[config.mk]
export PLATFORM = sky130hd
export DESIGN_NAME = one_to_sixteen_deserializer
export DESIGN_NICKNAME = d
export VERILOG_FILES = /design/src/rtl/deser_pkg.sv /design/src/rtl/shift_register_sipo.sv /design/src/rtl/one_to_sixteen_deserializer.sv
export SDC_FILE = /design/constraint.sdc
export NUM_CORES = 1
export LEC_CHECK = 0
export CORE_ASPECT_RATIO = 1.75
export CORE_MARGIN = 2
export CORE_UTILIZATION = 59
export CTS_BUF_LIST = sky130_fd_sc_hd__clkbuf_8
export DETAILED_ROUTE_END_ITERATION = 8
export PLACE_DENSITY_LB_ADDON = 0.25
export SLEW_MARGIN = 20
export SYNTH_ARGS = -nofsm -noshare
export SYNTH_HDL_FRONTEND = slang
export SYNTH_SLANG_ARGS = --single-unit
[constraint.sdc]
create_clock -name clock -period 3.9 [get_ports clock]
set_input_delay 0.78 -clock clock [delete_from_list [all_inputs] [get_ports clock]]
set_output_delay 0.78 -clock clock [all_outputs]
set_load 0.005 [all_outputs]
[src/rtl/deser_pkg.sv]
// Shared definitions for the serial-to-parallel receive stage.
//   state_t        : FSM state encoding (IDLE / RECV / END; 2'b11 is unused)
//   DEFAULT_WIDTH  : default word length in bits
//   cnt_w()        : bit-counter width for a given word length
// No ports (package).
package deser_pkg;

    typedef enum logic [1:0] {
        IDLE = 2'b00,
        RECV = 2'b01,
        END  = 2'b10
    } state_t;

    localparam int DEFAULT_WIDTH = 16;

    // Counter must be able to hold the value WIDTH itself, hence the +1.
    function automatic int cnt_w(input int width);
        return $clog2(width) + 1;
    endfunction

endpackage

[src/rtl/shift_register_sipo.sv]
// Serial-in / parallel-out shift register, LSB-first.
// Each enabled edge shifts serial_in into the MSB and moves everything one
// place toward bit 0, so after WIDTH shifts the first bit sits in bit 0.
// Ports:
//   clock        in   1      rising-edge clock
//   reset        in   1      synchronous active-high reset (clears contents)
//   clear        in   1      synchronous clear, has priority over enable
//   enable       in   1      shift one bit in on this edge
//   serial_in    in   1      serial data bit
//   parallel_out out  WIDTH  current register contents
module shift_register_sipo #(
    parameter int WIDTH = 16
) (
    input  logic             clock,
    input  logic             reset,
    input  logic             clear,
    input  logic             enable,
    input  logic             serial_in,
    output logic [WIDTH-1:0] parallel_out
);

    logic [WIDTH-1:0] sreg_q;
    logic [WIDTH-1:0] sreg_d;

    always_comb begin
        sreg_d = sreg_q;
        if (clear) begin
            sreg_d = '0;
        end else if (enable) begin
            sreg_d = {serial_in, sreg_q[WIDTH-1:1]};
        end
    end

    always_ff @(posedge clock) begin
        if (reset) begin
            sreg_q <= '0;
        end else begin
            sreg_q <= sreg_d;
        end
    end

    assign parallel_out = sreg_q;

endmodule

[src/rtl/one_to_sixteen_deserializer.sv]
// Serial-to-parallel receive stage. Captures an LSB-first bit stream framed
// by active-low ss and presents each WIDTH-bit word on data_output, held
// together with data_valid until the consumer acknowledges it.
// Optional feature macro: DESER_FRAME_CHECK_EN (adds the sticky frame_error
// output flagging short and over-long frames).
// Ports:
//   clock        in   1      rising-edge system clock
//   reset        in   1      synchronous active-high reset
//   ss           in   1      frame select, active low; one bit sampled per edge while low
//   data_input   in   1      serial data, LSB first
//   data_ack     in   1      consumer took data_output (only meaningful while data_valid=1)
//   data_output  out  WIDTH  last accepted word
//   data_valid   out  1      a word is pending
//   overrun      out  1      sticky: word completed while previous one was unacked
//   busy         out  1      FSM in RECV or END
//   debug_state  out  2      raw FSM state
//   frame_error  out  1      sticky framing error (DESER_FRAME_CHECK_EN only)
//
// Handshake: data_output/data_valid form a valid/ack pair. A word is consumed
// on any edge where data_valid=1 and data_ack=1; a word completing on that
// same edge replaces it and data_valid stays high. A word completing while
// data_valid=1 and data_ack=0 is dropped and overrun is set.
module one_to_sixteen_deserializer
    import deser_pkg::*;
#(
    parameter int WIDTH = DEFAULT_WIDTH,
    parameter int CNT_W = cnt_w(WIDTH)
) (
    input  logic             clock,
    input  logic             reset,
    input  logic             ss,
    input  logic             data_input,
    input  logic             data_ack,
    output logic [WIDTH-1:0] data_output,
    output logic             data_valid,
    output logic             overrun,
    output logic             busy,
`ifdef DESER_FRAME_CHECK_EN
    output logic             frame_error,
`endif
    output logic [1:0]       debug_state
);

    state_t           state_q, state_d;
    logic [CNT_W-1:0] count_q, count_d;
    logic [WIDTH-1:0] data_output_q, data_output_d;
    logic             data_valid_q, data_valid_d;
    logic             overrun_q, overrun_d;
`ifdef DESER_FRAME_CHECK_EN
    logic             frame_error_q, frame_error_d;
`endif

    logic             shift_en;
    logic             shift_clr;
    logic             word_done;
    logic [WIDTH-1:0] sreg;
    logic [WIDTH-1:0] shift_word;
    logic             unused_sreg_lsb;

    shift_register_sipo #(
        .WIDTH(WIDTH)
    ) u_sipo (
        .clock       (clock),
        .reset       (reset),
        .clear       (shift_clr),
        .enable      (shift_en),
        .serial_in   (data_input),
        .parallel_out(sreg)
    );

    // The completed word includes the bit being sampled on this very edge,
    // so it is formed from the register contents plus the incoming bit.
    assign shift_word      = {data_input, sreg[WIDTH-1:1]};
    assign unused_sreg_lsb = sreg[0];

    always_comb begin
        state_d       = state_q;
        count_d       = count_q;
        data_output_d = data_output_q;
        data_valid_d  = data_valid_q;
        overrun_d     = overrun_q;
`ifdef DESER_FRAME_CHECK_EN
        frame_error_d = frame_error_q;
`endif
        shift_en      = 1'b0;
        shift_clr     = 1'b0;
        word_done     = 1'b0;

        case (state_q)
            IDLE: begin
                if (!ss) begin
                    shift_en = 1'b1;
                    count_d  = CNT_W'(1);
                    state_d  = RECV;
                end
            end
            RECV: begin
                if (!ss) begin
                    shift_en = 1'b1;
                    if (count_q == CNT_W'(WIDTH - 1)) begin
                        word_done = 1'b1;
                        state_d   = END;
                        // In END the counter is reused to note that ss has
                        // already stayed low for one edge past the word.
                        count_d   = '0;
                    end else begin
                        count_d = count_q + CNT_W'(1);
                    end
                end else begin
                    // Short frame: throw away the partial word.
                    shift_clr = 1'b1;
                    count_d   = '0;
                    state_d   = IDLE;
`ifdef DESER_FRAME_CHECK_EN
                    frame_error_d = 1'b1;
`endif
                end
            end
            END: begin
                if (ss) begin
                    count_d = '0;
                    state_d = IDLE;
                end else begin
                    // One trailing low edge is tolerated; a second marks the
                    // frame as too long. Extra bits are never shifted in.
                    if (count_q != '0) begin
`ifdef DESER_FRAME_CHECK_EN
                        frame_error_d = 1'b1;
`endif
                    end else begin
                        count_d = CNT_W'(1);
                    end
                end
            end
            default: begin
                shift_clr = 1'b1;
                count_d   = '0;
                state_d   = IDLE;
            end
        endcase

        if (word_done) begin
            if (!data_valid_q || data_ack) begin
                data_output_d = shift_word;
                data_valid_d  = 1'b1;
            end else begin
                overrun_d = 1'b1;
            end
        end else if (data_valid_q && data_ack) begin
            data_valid_d = 1'b0;
        end
    end

    always_ff @(posedge clock) begin
        if (reset) begin
            state_q       <= IDLE;
            count_q       <= '0;
            data_output_q <= '0;
            data_valid_q  <= 1'b0;
            overrun_q     <= 1'b0;
`ifdef DESER_FRAME_CHECK_EN
            frame_error_q <= 1'b0;
`endif
        end else begin
            state_q       <= state_d;
            count_q       <= count_d;
            data_output_q <= data_output_d;
            data_valid_q  <= data_valid_d;
            overrun_q     <= overrun_d;
`ifdef DESER_FRAME_CHECK_EN
            frame_error_q <= frame_error_d;
`endif
        end
    end

    assign data_output = data_output_q;
    assign data_valid  = data_valid_q;
    assign overrun     = overrun_q;
    assign busy        = (state_q == RECV) || (state_q == END);
    assign debug_state = state_q;
`ifdef DESER_FRAME_CHECK_EN
    assign frame_error = frame_error_q;
`endif

endmodule

==> impl_metrics.csv, run 1 <==
group,metric,value,unit
synth,synth_area_leaders,"dfxtp_1 (48%), mux2i_1 (9.7%), nand2_1 (7.5%)",
run,drv_cap,0,
status,outcome,"finished, final reports clean",
power_and_ir_drop,ir_drop,347,uV
finish,postLayoutCoreUtil,0.733,
finish,drive_gt1_frac,0.0431,
setup_path,r2r_cells,6,
synth,syn_area,1660,um2
synth,synth_top_area_frac,0.483,
die,die_y,74.1,um
clocking,cts_sinks,40,
setup_path,crit_fanout,16,
synth,synth_cell_types,30,
synth,synth_nets,197,
detailed_routing,detail_route.vias_per_cell,5.75,
finish,num-fill-cells,197,
die,rows,25,
synth,yosys-top-cells-count,"dfxtp_1 (40), nand2_1 (33), a21oi_1 (24), nor2_1 (21), mux2i_1 (16)",
place,portBuffers,25,
detailed_routing,wl_per_cell,14.0,um
global_route,grt_use_total,0.240,
synth,synth_seq_cells,40,
clocking,cts_setup_buffers,0,
synth,yosys.cell_count.top_type,"dfxtp_1",
detailed_routing,drt_iter0_markers,37,
clocking,cts_tree,"built",
detailed_routing,drc,0,
finish,fin_nets,220,
global_route,antenna_found_initial,0,
die,io-pin-count,26,
die,core,2690,um2
global_route,grtUsageMet1,0.255,
global_route,grt.busiest_layer,"met2",
timing,relSlewSlack,0.369,
finish,finish.instance_area,1970,um2
timing,finalSetupViolations,0,
detailed_routing,drt_first_pass_iters,4,
worst_hold_path,hold_class,"register to register",
detailed_routing,wl,3.30,mm
setup_path,start_kind,"input port",
setup_path,worstReg2RegEnd,"data_output[5]$_SDFFE_PP0P_",
clocking,cts_resized,0,
finish,areaGrowthSynthToFinish,19.0,%
clocking,clk_latency,0.28,ns
synth,syn_inst,186,
synth,ys_seq_area_frac,0.483,
synth,syn_avg_cell_area,8.91,um2
setup_path,path_class,"input port to register",
timing,clock_skew,0.00699,ns
timing,slew_violations,0,
setup_path,rr_startpoint,"debug_state[1]$_SDFFE_PP0P_",
clocking,cts_buffer_depth,2,
clocking,hold_buffers,0,
global_route,grt_use_met2,0.440,
power_and_ir_drop,p_leak,0.000808,uW
setup_path,arrival,2.94,ns
worst_hold_path,hold_depth,2,
finish,antennaDiodeCount,0,
place,routabilityCongestion,0.886,
timing,period_share,0.716,
synth,synth_edf_count,0,
die,die_w,44.1,um
timing,fin_tns_setup,0,ns
synth,ys_warn_count,0,
synth,synth_top_cell_by_area,"dfxtp_1",
clocking,cts_buffers,5,
die,fp.dieArea,3260,um2
global_route,overflow,0,
setup_path,regToRegSetupSlack,1.58,ns
die,start_util,0.616,
detailed_routing,ant_nets,0,
timing,rsz0062_at_grt,"no",
timing,final-hold-violation-count,0,
setup_path,critPathCaptureType,"register",
global_route,met3_usage,0.0485,
place,post-dp-hpwl,2.41,mm
setup_path,critPathRequiredTime,4.04,ns
detailed_routing,num_vias,1358,
worst_hold_path,hp-start,"u_sipo.parallel_out[1]$_SDFFE_PP0P_",
clocking,clkTransAtPathRegs,0.07,ns
global_route,grt_start_max_net_pins,18,
power_and_ir_drop,powerDensity,368,nW/um2
timing,min_period,2.79,ns
place,placed_cell_area,1890,um2
synth,ys_async_sr_fraction,0,
global_route,grt_pass1_wl,5.80,mm
global_route,grt_pass1_vias,1346,
clocking,htreeDepth,2,
synth,synthFlopType,"dfxtp_1",
worst_hold_path,hold_end,"u_sipo.parallel_out[1]$_SDFFE_PP0P_",
timing,max_freq,358,MHz
clocking,clock-root-buffer,"clkbuf_8",
timing,worst_slew_pin_slew,0.942,ns
worst max-delay path, cell delays in order:
cell	delay, ns
clkdlybuf4s50_1	0.58
nand2b_1	0.31
or4b_1	0.91
mux2i_1	0.29
nor2_1	0.06
state kept, by name, indices dropped and copies added, names as in the netlist:
signal / cells
count_q: 5
data_output: 16
debug_state: 2
u_sipo.parallel_out: 15
data_valid: 1
overrun: 1
final cells by class:
cell class	instances	area (um2)	share of cell area
clock buffers	5	68.8	0.0349
clock inverters	2	8.76	0.00444
inverters	5	18.8	0.00952
multi-input cells	131	783	0.397
flip-flops and latches	40	801	0.406
well taps	27	33.8	0.0171
repair buffers	26	258	0.131
layer usage:
| layer | up-vias | wire [um] |
|---|---|---|
| met1 | 650 | 1280 |
| met2 | 27 | 1860 |
| met3 | 4 | 115 |
| met5 | - | 0 |
| met4 | 0 | 51 |
| li1 | 677 | - |
logic make-up after synthesis:
| kind of cell | count (synthesis) | share of synthesized area |
|---|---|---|
| buffers and inverters | 15 | 0.0438 |
| AO/OA/AOI/OAI | 36 | 0.128 |
| flip-flops | 40 | 0.483 |
| multiplexers | 16 | 0.0967 |
| AND/OR/NAND/NOR | 73 | 0.202 |
| adder cells (fa/ha/maj) | 6 | 0.0453 |
report_power, final:
group	leakage, uW	total (uW)	internal, uW	switching, uW
sequential	0.000323	417	412	4.41
clock	0.0000452	246	119	127
combinational	0.000440	63.7	25.8	37.9
how the worst max path moves through the flow:
stage,start,to,slack (ns),cells past startpoint
floorplan,ss,data_output[5]$_SDFFE_PP0P_,1.85,6
global placement,ss,data_output[6]$_SDFFE_PP0P_,0.90,5
detailed placement,ss,data_output[5]$_SDFFE_PP0P_,0.82,5
CTS,ss,data_output[9]$_SDFFE_PP0P_,1.10,5
global route,ss,data_output[14]$_SDFFE_PP0P_,0.94,5
finish,ss,data_output[5]$_SDFFE_PP0P_,1.11,5
through the flow:
stage               setup slack, ns  hold WS (ns)  instances  power (uW)
global placement              0.897         0.448        229         489
CTS                            1.10         0.474        236         733
global route                  0.936         0.494        236         761
detailed placement            0.816         0.463        229         490
floorplan                      1.85         0.436        186         469
finish                         1.11         0.473        236         727
placed cells by master, fill, tap and decap left out:
| master | instances |
|---|---|
| nor2_1 | 21 |
| nor4_1 | 1 |
| mux2i_1 | 16 |
| ha_1 | 6 |
| a22o_1 | 1 |
| nand2b_1 | 2 |
| nor3b_1 | 2 |
| buf_4 | 1 |
| o21ai_0 | 1 |
| nor3_1 | 2 |
| clkinv_2 | 1 |
| nand3_1 | 2 |
| o32ai_1 | 1 |
| nand3_2 | 1 |
| a211oi_1 | 2 |
| clkbuf_8 | 5 |
| dfxtp_1 | 40 |
| nand4b_1 | 2 |
| o21bai_1 | 2 |
| clkdlybuf4s50_1 | 25 |
| or3_1 | 2 |
| a311oi_1 | 1 |
| a31oi_1 | 1 |
| a21oi_1 | 24 |
| nand2_1 | 33 |
| or2_2 | 1 |
| nor2b_1 | 2 |
| a211o_1 | 2 |
| or4b_1 | 2 |
| a22oi_1 | 1 |
| inv_1 | 6 |
Power figures use the tool's default switching activity.
==> run 2, diff against run 1 <==
- CORE_UTILIZATION: 59 -> 49
- clock period: 3.9 -> 2.5 ns (I/O delays scaled with it)
==> run 2 against run 1 <==
Compared with the run above:
- global-route usage decreased by 3.2 points
- sequential cell count unchanged
- clock power increased by 110%
- clock-buffer cell count unchanged
- combinational power increased by 66%
- via count increased by 1.1%
- largest power group unchanged
==> impl_metrics.csv, run 2 (synthesized netlist as in run 1, its figures left out) <==
group,metric,value,unit
detailed_routing,drc,0,
setup_path,crit_fanout,7,
die,core,3290,um2
clocking,hold_buffers,0,
worst_hold_path,hold_end,"u_sipo.parallel_out[7]$_SDFFE_PP0P_",
power_and_ir_drop,power_frac_seq,0.507,
run,drv_cap,0,
setup_path,rr_startpoint,"debug_state[1]$_SDFFE_PP0P_",
power_and_ir_drop,p_comb_frac,0.083,
power_and_ir_drop,p_clk_frac,0.410,
timing,min_period,2.13,ns
setup_path,regToRegSetupSlack,0.56,ns
finish,seq_area,801,um2
detailed_routing,detail_route.vias_per_cell,5.28,
global_route,overflow,0,
detailed_routing,wl,3.47,mm
detailed_routing,num_vias,1373,
place,portBuffers,25,
clocking,clkTransAtPathRegs,0.08,ns
finish,areaGrowthSynthToFinish,24.7,%
clocking,cts_resized,0,
timing,slew_violations,0,
timing,clock_skew,0.00619,ns
finish,largest_register_ffs,16,
finish,fin_nets,225,
clocking,clk_latency,0.30,ns
finish,final_common_cell,"dfxtp_1",
timing,max_freq,469,MHz
die,die_w,48.0,um
detailed_routing,met1_length,1.38,mm
timing,worst_slew_pin_slew,0.493,ns
worst_hold_path,hp-start,"u_sipo.parallel_out[8]$_SDFFE_PP0P_",
power_and_ir_drop,powerDensity,621,nW/um2
setup_path,critPathCaptureType,"output pin",
timing,final-hold-violation-count,0,
die,die_y,80.9,um
finish,antennaDiodeCount,0,
place,routabilityCongestion,0.857,
setup_path,start_kind,"register",
power_and_ir_drop,switching_share,0.233,
worst_hold_path,hold_class,"register to register",
global_route,grt_use_total,0.207,
clocking,htreeDepth,2,
timing,rsz0062_at_grt,"no",
detailed_routing,ant_nets,0,
finish,num-fill-cells,309,
global_route,grt_pass1_vias,1404,
timing,period_share,0.853,
worst_hold_path,hold_depth,2,
timing,relSlewSlack,0.671,
detailed_routing,highest_layer,"met4",
status,outcome,"finished, final reports clean",
power_and_ir_drop,p_leak,0.000840,uW
die,io-pin-count,26,
clocking,cts_tree,"built",
detailed_routing,routed-wl-met3,100,um
detailed_routing,wl_per_cell,13.4,um
clocking,clock-root-buffer,"clkbuf_8",
setup_path,arrival,1.63,ns
setup_path,worstReg2RegEnd,"data_output[5]$_SDFFE_PP0P_",
finish,mostFrequentLayoutCells,"dfxtp_1 (40), nand2_1 (33), clkdlybuf4s50_1 (25), a21oi_1 (24), nor2_1 (21)",
die,fp.dieArea,3880,um2
die,start_util,0.503,
timing,fin_tns_setup,0,ns
place,post-dp-hpwl,2.55,mm
timing,holdWs,0.472,ns
setup_path,critPathRequiredTime,2.00,ns
finish,drive_gt1_frac,0.0744,
clocking,cts_buffers,5,
global_route,grt_start_max_net_pins,17,
detailed_routing,drt_iter0_markers,26,
setup_path,r2r_cells,7,
clocking,cts_setup_buffers,0,
die,rows,28,
global_route,antenna_found_initial,0,
clocking,cts_sinks,40,
finish,multiInputGateArea,783,um2
power_and_ir_drop,switching_power,299,uW
power_and_ir_drop,p_int,983,uW
power_and_ir_drop,ir_drop,526,uV
setup_path,path_class,"register to output pin",
clocking,cts_buffer_depth,2,
detailed_routing,wl_met2,1.90,mm
timing,finalSetupViolations,0,
global_route,grt_pass1_wl,5.83,mm
detailed_routing,drt_first_pass_iters,4,
==> run 2: cell types whose count changed in the layout (fill, tap and decap cells not counted), sizes merged <==
cell      before  now
buf            1    6
bufinv         0    1
clkinvlp       0    1
inv            6    5
==> run 2: per-stage QoR <==
| stage | setup slack [ns] | cells | total power [uW] | instance area [um2] | util |
|---|---|---|---|---|---|
| final | 0.366 | 260 | 1280 | 2070 | 0.627 |
| after floorplan | 0.636 | 186 | 732 | 1660 | - |
| after detailed placement | 0.352 | 252 | 771 | 1950 | 0.593 |
| after CTS | 0.366 | 260 | 1290 | 2070 | 0.627 |
| after global routing | 0.300 | 260 | 1320 | 2070 | 0.627 |
| after global placement | 0.374 | 252 | 769 | 1950 | 0.593 |
==> run 2: worst max path at each step <==
| stage | slack (ns) | cells after the start | startpoint | to |
|---|---|---|---|---|
| floorplan | 0.64 | 8 | debug_state[1]$_SDFFE_PP0P_ | data_output[5]$_SDFFE_PP0P_ |
| global placement | 0.37 | 6 | ss | data_output[4]$_SDFFE_PP0P_ |
| detailed placement | 0.35 | 6 | ss | data_output[4]$_SDFFE_PP0P_ |
| CTS | 0.37 | 3 | debug_state[1]$_SDFFE_PP0P_ | busy |
| global route | 0.30 | 3 | debug_state[1]$_SDFFE_PP0P_ | busy |
| finish | 0.37 | 3 | debug_state[1]$_SDFFE_PP0P_ | busy |
==> run 2: metal layers <==
metal / vias to the layer above / track usage
met2: 25 / 0.364
met3: 8 / 0.0489
li1: 684 / -
met1: 656 / 0.210
met4: 0 / 0.111
met5: - / 0
==> run 2: critical path: stages, from the launching register on <==
cell	delay, ns
dfxtp_1	0.46
inv_1	0.10
ha_1	0.28
clkdlybuf4s50_1	0.49
==> run 2: final cells by class <==
| type | instances | share of cell area |
|---|---|---|
| tap | 45 | 0.0273 |
| clock buffer | 5 | 0.0333 |
| sequential | 40 | 0.388 |
| timing repair buffer | 31 | 0.143 |
| inverter | 5 | 0.00909 |
| multi-input combinational | 131 | 0.379 |
| clock inverter | 3 | 0.0206 |
==> run 2: power by group through the flow <==
stage | clock (uW) | combinational (uW) | sequential, uW
after CTS | 536 | 106 | 650
final | 526 | 106 | 650
after detailed placement | 0 | 106 | 665
after floorplan | 0 | 68.8 | 664
after global routing | 554 | 118 | 651
after global placement | 0 | 104 | 665
==> run 3, diff against run 2 <==
- CORE_UTILIZATION: 49 -> 58
- DONT_BUFFER_PORTS: not set -> 1
==> run 3 against run 2 <==
Compared with the run above:
- die area is 15% lower
- sequential cell count unchanged
- clock-buffer cell count rose by 1
- first-iteration DRC count is 15% lower
- via count decreased by 7.4%
- critical path depth up 4
- critical endpoint is now data_output[5]$_SDFFE_PP0P_
==> impl_metrics.csv, run 3 (synthesized netlist as in run 1, its figures left out) <==
group,metric,value,unit
status,outcome,"finished, final reports clean",
global_route,grt_use_total,0.232,
clocking,clock-root-buffer,"clkbuf_8",
finish,largest_register_ffs,16,
die,core,2720,um2
finish,final_common_cell,"dfxtp_1",
detailed_routing,drt_first_pass_iters,4,
global_route,overflow,0,
place,post-dp-hpwl,2.30,mm
run,drv_cap,0,
finish,multiInputGateArea,783,um2
power_and_ir_drop,powerDensity,661,nW/um2
worst_hold_path,hp-start,"reset",
detailed_routing,drt_iter0_markers,22,
finish,drive_gt1_frac,0.0538,
detailed_routing,wl,3.30,mm
timing,clock_skew,0.00553,ns
die,io-pin-count,26,
finish,seq_area,801,um2
power_and_ir_drop,p_leak,0.000734,uW
setup_path,start_kind,"register",
power_and_ir_drop,ir_drop,443,uV
setup_path,regToRegSetupSlack,0.47,ns
finish,antennaDiodeCount,0,
finish,areaGrowthSynthToFinish,5.14,%
die,die_w,44.4,um
worst_hold_path,hold_end,"data_output[8]$_SDFFE_PP0P_",
timing,max_freq,493,MHz
clocking,cts_tree,"built",
setup_path,worstReg2RegEnd,"data_output[5]$_SDFFE_PP0P_",
setup_path,crit_fanout,16,
setup_path,arrival,2.20,ns
timing,relSlewSlack,0.662,
place,portBuffers,0,
clocking,cts_sinks,40,
global_route,antenna_found_initial,0,
worst_hold_path,hold_class,"input port to register",
die,rows,25,
detailed_routing,ant_nets,0,
finish,num-fill-cells,235,
die,fp.dieArea,3320,um2
timing,fin_tns_setup,0,ns
global_route,grt_pass1_wl,5.64,mm
finish,mostFrequentLayoutCells,"dfxtp_1 (40), nand2_1 (33), a21oi_1 (24), nor2_1 (21), mux2i_1 (16)",
timing,rsz0062_at_grt,"no",
die,die_y,74.7,um
clocking,cts_setup_buffers,0,
setup_path,rr_startpoint,"debug_state[1]$_SDFFE_PP0P_",
place,routabilityCongestion,0.888,
die,start_util,0.609,
detailed_routing,drc,0,
clocking,clkTransAtPathRegs,0.07,ns
detailed_routing,wl_per_cell,15.5,um
finish,fin_nets,196,
clocking,clk_latency,0.28,ns
timing,holdWs,0.282,ns
timing,worst_slew_pin_slew,0.507,ns
clocking,cts_buffer_depth,2,
setup_path,cp-startpoint,"debug_state[1]$_SDFFE_PP0P_",
timing,slew_violations,0,
finish,instances_no_fill,213,
timing,finalSetupViolations,0,
clocking,cts_resized,0,
setup_path,r2r_cells,7,
setup_path,critPathRequiredTime,2.67,ns
global_route,grt_pass1_vias,1261,
detailed_routing,detail_route.vias_per_cell,5.97,
timing,period_share,0.811,
timing,min_period,2.03,ns
global_route,grt_start_max_net_pins,28,
worst_hold_path,hold_depth,1,
timing,final-hold-violation-count,0,
setup_path,path_class,"register to register",
setup_path,critPathCaptureType,"register",
clocking,cts_buffers,5,
clocking,htreeDepth,2,
detailed_routing,num_vias,1272,
clocking,hold_buffers,0,
place,placedCellCount,205,
[run 3: final cells by class]
class / instances / area share
well taps: 27 / 0.0194
clock inverters: 2 / 0.00431
inverters: 5 / 0.0108
multi-input cells: 131 / 0.450
flip-flops and latches: 40 / 0.460
repair buffers: 2 / 0.00862
clock buffers: 6 / 0.0474
[run 3: worst max-delay path, stage by stage (launching register included)]
cell,delay (ns)
dfxtp_1,0.38
inv_1,0.12
ha_1,0.26
nand2b_1,0.16
or4b_1,0.49
buf_4,0.24
mux2i_1,0.20
nor2_1,0.06
[run 3: metal layers]
metal,wire length [um],track usage,up-vias
met5,0,0,-
met4,62,0.114,0
met3,164,0.0624,7
met2,1760,0.399,26
met1,1320,0.258,608
li1,-,-,631
[run 3: worst max-delay path by stage]
stage	endpoint	cells past startpoint
detailed placement	data_output[5]$_SDFFE_PP0P_	7
finish	data_output[5]$_SDFFE_PP0P_	7
global route	data_output[5]$_SDFFE_PP0P_	7
floorplan	data_output[5]$_SDFFE_PP0P_	8
global placement	data_output[2]$_SDFFE_PP0P_	6
CTS	data_output[5]$_SDFFE_PP0P_	7
[run 3: through the flow]
step	worst slack (ns)	util	cell area (um2)	power, uW
after global placement	0.628	0.607	1650	740
after CTS	0.491	0.640	1740	1160
after detailed placement	0.511	0.607	1650	743
after global routing	0.358	0.640	1740	1200
after floorplan	0.636	-	1660	732
final	0.472	0.640	1740	1150
[run 3: report_power, final]
part / leakage [uW] / total (uW) / switching (uW) / internal (uW)
Combinational: 0.000357 / 78.5 / 50.5 / 28.1
Clock: 0.0000538 / 421 / 204 / 217
Sequential: 0.000323 / 651 / 8.16 / 643
